## src/rtl/cacheline_burst_adaptor.sv

```systemverilog
`default_nettype none
// ============================================================================
// Module   : cacheline_burst_adaptor
// Purpose  : Bridges a single request/response cache-line port to a beat-based
//            burst memory port. Line writebacks are split into BEATS beats.
//            Read beats are assembled into a full line. One resp_o pulse is
//            returned to the cache when a transaction finishes.
// Revision : 1.0 - initial release
// ----------------------------------------------------------------------------
// Ports:
//   clk, rst        clock (rising edge), asynchronous active-high reset
//   line_i/line_o   writeback line from cache / assembled read line to cache
//   address_i       cache request byte address
//   read_i/write_i  cache line requests (level, held until resp_o)
//   resp_o          one-cycle completion pulse to cache
//   burst_i/burst_o read beat from memory / write beat to memory
//   address_o       line-aligned memory address
//   read_o/write_o  memory burst read / write request
//   resp_i          memory beat valid / accepted
// ============================================================================
module cacheline_burst_adaptor #(
  parameter int LINE_WIDTH  = 256,
  parameter int BURST_WIDTH = 64,
  parameter int ADDR_WIDTH  = 32
) (
  input  logic                   clk,
  input  logic                   rst,
  input  logic [LINE_WIDTH-1:0]  line_i,
  output logic [LINE_WIDTH-1:0]  line_o,
  input  logic [ADDR_WIDTH-1:0]  address_i,
  input  logic                   read_i,
  input  logic                   write_i,
  output logic                   resp_o,
  input  logic [BURST_WIDTH-1:0] burst_i,
  output logic [BURST_WIDTH-1:0] burst_o,
  output logic [ADDR_WIDTH-1:0]  address_o,
  output logic                   read_o,
  output logic                   write_o,
  input  logic                   resp_i
);

  localparam int BEATS  = LINE_WIDTH / BURST_WIDTH;
  localparam int OFFSET = $clog2(LINE_WIDTH / 8);
  localparam int BEAT_W = (BEATS > 1) ? $clog2(BEATS) : 1;
  localparam logic [BEAT_W-1:0] LAST_BEAT = BEAT_W'(BEATS - 1);

  typedef enum logic [1:0] {
    IDLE     = 2'd0,
    RD_BURST = 2'd1,
    WR_BURST = 2'd2,
    DONE     = 2'd3
  } state_t;

  state_t                  state_q, state_d;
  logic [BEAT_W-1:0]       beat_q, beat_d;
  logic [ADDR_WIDTH-1:0]   addr_q, addr_d;
  logic [LINE_WIDTH-1:0]   buf_q, buf_d;
  logic [LINE_WIDTH-1:0]   line_q, line_d;

  // Byte-offset bits inside a line never reach memory; the address is aligned.
  logic unused_offset_bits;
  assign unused_offset_bits = ^address_i[OFFSET-1:0];

  always_ff @(posedge clk or posedge rst) begin
    if (rst) begin
      state_q <= IDLE;
      beat_q  <= '0;
      addr_q  <= '0;
      buf_q   <= '0;
      line_q  <= '0;
    end else begin
      state_q <= state_d;
      beat_q  <= beat_d;
      addr_q  <= addr_d;
      buf_q   <= buf_d;
      line_q  <= line_d;
    end
  end

  always_comb begin
    state_d = state_q;
    beat_d  = beat_q;
    addr_d  = addr_q;
    buf_d   = buf_q;
    line_d  = line_q;
    read_o  = 1'b0;
    write_o = 1'b0;
    resp_o  = 1'b0;
    burst_o = '0;

    unique case (state_q)
      IDLE: begin
        // Write wins when both requests are raised together.
        if (write_i || read_i) begin
          addr_d = {address_i[ADDR_WIDTH-1:OFFSET], {OFFSET{1'b0}}};
          beat_d = '0;
          if (write_i) begin
            buf_d   = line_i;
            state_d = WR_BURST;
          end else begin
            state_d = RD_BURST;
          end
        end
      end

      RD_BURST: begin
        read_o = 1'b1;
        if (resp_i) begin
          buf_d[int'(beat_q)*BURST_WIDTH +: BURST_WIDTH] = burst_i;
          beat_d = beat_q + BEAT_W'(1);
          if (beat_q == LAST_BEAT) begin
            // Publish the line including the final beat so it is visible in DONE.
            line_d  = buf_d;
            state_d = DONE;
          end
        end
      end

      WR_BURST: begin
        write_o = 1'b1;
        burst_o = buf_q[int'(beat_q)*BURST_WIDTH +: BURST_WIDTH];
        if (resp_i) begin
          beat_d = beat_q + BEAT_W'(1);
          if (beat_q == LAST_BEAT) begin
            state_d = DONE;
          end
        end
      end

      DONE: begin
        resp_o  = 1'b1;
        state_d = IDLE;
      end

      default: state_d = IDLE;
    endcase
  end

  assign address_o = addr_q;
  assign line_o    = line_q;

endmodule
`default_nettype wire

```

## config.mk

```make
export PLATFORM = sky130hd
export DESIGN_NAME = cacheline_burst_adaptor
export DESIGN_NICKNAME = d
export VERILOG_FILES = /design/src/rtl/cacheline_burst_adaptor.sv
export SDC_FILE = /design/constraint.sdc
export NUM_CORES = 2
export LEC_CHECK = 0
export ABC_AREA = 1
export BUFFER_PORTS_ARGS = -buffer_cell sky130_fd_sc_hd__buf_4
export CORE_AREA = 2 2 279 281
export CTS_BUF_LIST = sky130_fd_sc_hd__clkbuf_8
export CTS_CLUSTER_SIZE = 25
export DETAILED_ROUTE_END_ITERATION = 8
export DIE_AREA = 0 0 281 283
export SLEW_MARGIN = 20
export SYNTH_ARGS = -nofsm -noshare
export SYNTH_HDL_FRONTEND = slang
export SYNTH_SLANG_ARGS = --single-unit
```

## constraint.sdc

```tcl
create_clock -name clk -period 25.3 [get_ports clk]
set_clock_uncertainty 0.05 [all_clocks]
set_input_delay 5.06 -clock clk [delete_from_list [all_inputs] [get_ports clk]]
set_output_delay 5.06 -clock clk [all_outputs]
set_load 0.05 [all_outputs]
```

==> impl_metrics.json <==
{
  "gr-usage-all-layers": 0.3094,
  "crit_family": "buffers and inverters",
  "final_core_util": 0.4943,
  "critPathBufInv": 3,
  "rows": 102,
  "area_growth_pct": 24.68,
  "antenna_found_initial": 15,
  "grt-ovfl-total": 0,
  "io_buffers": 701,
  "clkTransAtPathRegs_ns": 0.06,
  "period_minus_slack_ns": 9.139,
  "tightest_slew_ns": 1.237,
  "ir_worst_vdd_mv": 0.1421,
  "routed_wl_um": 126700,
  "drt_iter0_markers": 3039,
  "grt_pass1_vias": 30260,
  "max_cap_viol_count": 0,
  "rsz0062_at_grt": "no",
  "finalCritPeriodShare": 0.3612,
  "globalplace.congestion": 0.8548,
  "slowest_delay_ns": 0.89,
  "drv_slew": 0,
  "p_leak_nw": 21.07,
  "synth_fa_ha_area_frac": 0.004115,
  "path_class": "reg -> out",
  "cp.required_ns": 20.19,
  "ios": 712,
  "cp_cell_sequence": "inv_6 > buf_4 > o21ai_0 > a21oi_1 > buf_4",
  "netlist_instances": 4599,
  "synth.avg_cell_area_um2": 6.612,
  "crit_fanout": 79,
  "cp_slowest_cell": "buf_4",
  "p_per_area_nw_per_um2": 152.2,
  "drtAntennaViolNets": 0,
  "yosysWarnings": 0,
  "grt_max_degree": 214,
  "fmax_ghz": 0.1094,
  "endpoint_kind": "output pin",
  "synth_area_leaders": "dfrtp_1 (45%), nand2_1 (26%), nor2_1 (10%)",
  "cts_buffers": 101,
  "power_w": 0.005771,
  "ys_types": 21,
  "clock_path_buffers": 3,
  "fillCellCount": 7991,
  "synth_top_family_by_area": "simple AND/OR/NAND/NOR gates",
  "die-area_um2": 79520,
  "yosys.area_share.simple": 0.4339,
  "cts_setup_buffers": 0,
  "synth_seq_cells": 543,
  "seq_area_frac_synth": 0.4469,
  "route.detailed.drc": 0,
  "yosys.area.top_type": "dfrtp_1",
  "hold_path.class": "reg -> reg",
  "hold_viol_final": 0,
  "fin_nets": 5513,
  "die-height_um": 283,
  "seqCellArea_um2": 13600,
  "synthXorXnorAreaFrac": 0,
  "critPathMostFrequentCell": "buf_4",
  "via_per_inst": 5.217,
  "start_util": 0.3964,
  "cts_tree": "built",
  "layout-drive-gt1-share": 0.1733,
  "worstPathArrival_ns": 4.03,
  "synth.top_cell.area_share": 0.4469,
  "status": "completed",
  "clock_latency_ns": 0.71,
  "synth_compound_area_frac": 0.05361,
  "vias": 32670,
  "die_x_um": 281,
  "relSlewSlack": 0.1751,
  "critPathLaunchType": "register",
  "cts_resized": 0,
  "wl_per_cell_um": 20.24,
  "drt_first_pass_iters": 6,
  "synth_mux_area_frac": 0,
  "htreeDepth": 3,
  "setup_viol": 0,
  "postCtsHoldBufs": 0,
  "hpwl_um": 80370,
  "fin_tns_setup_ns": 0,
  "syn_area_um2": 30410,
  "multi_input_area_um2": 15040,
  "cts.sinks": 543,
  "core_um2": 76700,
  "ctsRootBufferMaster": "clkbuf_8",
  "grt_first_pass_wirelength_um": 188100
}
==> final timing paths <==
path | cells after the start | endpoint | slack, ns | from
max | 5 | burst_o[3] | 16.16 | beat_q[0]
min | 2 | line_o[220] | 0.43 | line_o[220]
max reg2reg | 10 | line_o[154] | 19.77 | beat_q[0]
min reg2reg | 2 | line_o[220] | 0.43 | line_o[220]
max in group asynchronous | 4 | buf_q[141] | 18.56 | rst
min in group asynchronous | 2 | line_o[236] | 4.43 | rst
==> metrics by stage <==
| step | area (um2) | cells | worst slack [ns] | hold WS [ns] |
|---|---|---|---|---|
| 2_1_floorplan | 30420 | 4603 | 5.011 | 0.4155 |
| 3_3_place_gp | 35980 | 6081 | 16.98 | 0.4145 |
| 3_5_place_dp | 35980 | 6081 | 16.95 | 0.4162 |
| 4_1_cts | 37840 | 6249 | 16.13 | 0.4325 |
| 5_1_grt | 37910 | 6259 | 15.99 | 0.4515 |
| 6_report | 37910 | 6261 | 16.16 | 0.4271 |
==> final cells by class <==
type                    instances  share of cell area
diodes                         10           0.0006600
clock buffers                 120             0.04356
repair buffers                748              0.1500
well taps                    1040             0.03432
multi-input cells            3650              0.3967
clock inverters                48            0.005412
flip-flops and latches        543              0.3586
inverters                     102             0.01079
==> placed cells by master, fill, tap and decap left out <==
master / netlist / layout
ha_2: 0 / 1
o21ai_2: 1 / 1
a21oi_1: 65 / 65
inv_2: 7 / 2
nor2_1: 814 / 811
clkbuf_8: 0 / 120
o21ai_0: 160 / 160
inv_4: 0 / 1
diode_2: 0 / 10
buf_16: 0 / 1
dfrtp_1: 543 / 541
nand2_1: 2074 / 2074
buf_4: 37 / 743
inv_1: 95 / 129
o211ai_1: 2 / 2
inv_6: 0 / 5
dfrtp_4: 0 / 2
ha_1: 10 / 8
conb_1: 1 / 5
inv_8: 0 / 1
nand3_1: 425 / 425
nand3b_1: 23 / 23
clkinv_2: 0 / 10
buf_12: 0 / 4
clkinv_1: 0 / 1
nand2_8: 0 / 1
ha_4: 0 / 1
nor2_4: 2 / 9
clkinvlp_4: 0 / 1
o21a_1: 64 / 64
==> synthesized netlist by cell type <==
cell type	number
nand2_1	2074
o21ai_2	1
buf_1	26
nand2_2	1
buf_2	151
dfrtp_1	543
clkbuf_1	94
nand3b_1	23
conb_1	1
ha_1	10
inv_1	95
buf_4	37
a21oi_1	65
inv_2	7
o21ai_0	160
nand3_1	425
o211ai_1	2
nor2_1	814
nor2_4	2
nor2_2	4
o21a_1	64
==> tightest hold or removal path, delay by kind of cell, from the launching register on <==
kind | cells | cell delay [ns]
and+or+nand+nor | 2 | 0.10
DFF | 1 | 0.34
==> cells by family after synthesis <==
family	Yosys count
flops	543
compound gates	292
simple gates	3343
buf+inv	410
other cells	1
fa+ha+maj	10
==> routing by layer <==
metal  vias to the layer above  GRT usage  part of all wire
met3                       250    0.07108             0.092
met4                         8     0.1465             0.044
li1                      15420          -                 -
met2                      1503     0.4783              0.45
met1                     15490     0.4089              0.41
met5                         -          0           0.00031
==> state kept, by name (all words and copies together) (netlist names) <==
signal,cells
buf_q,256
line_o,256
state_q,2
address_o,27
beat_q,2
==> power by group <==
group	switching [W]	internal, W	total (W)	leakage, nW
clock	0.000396	0.000424	0.000820	1.10
combinational	0.00241	0.000944	0.00336	13.0
sequential	0.000317	0.00128	0.00159	6.99
(Power assumes the default switching activity.)
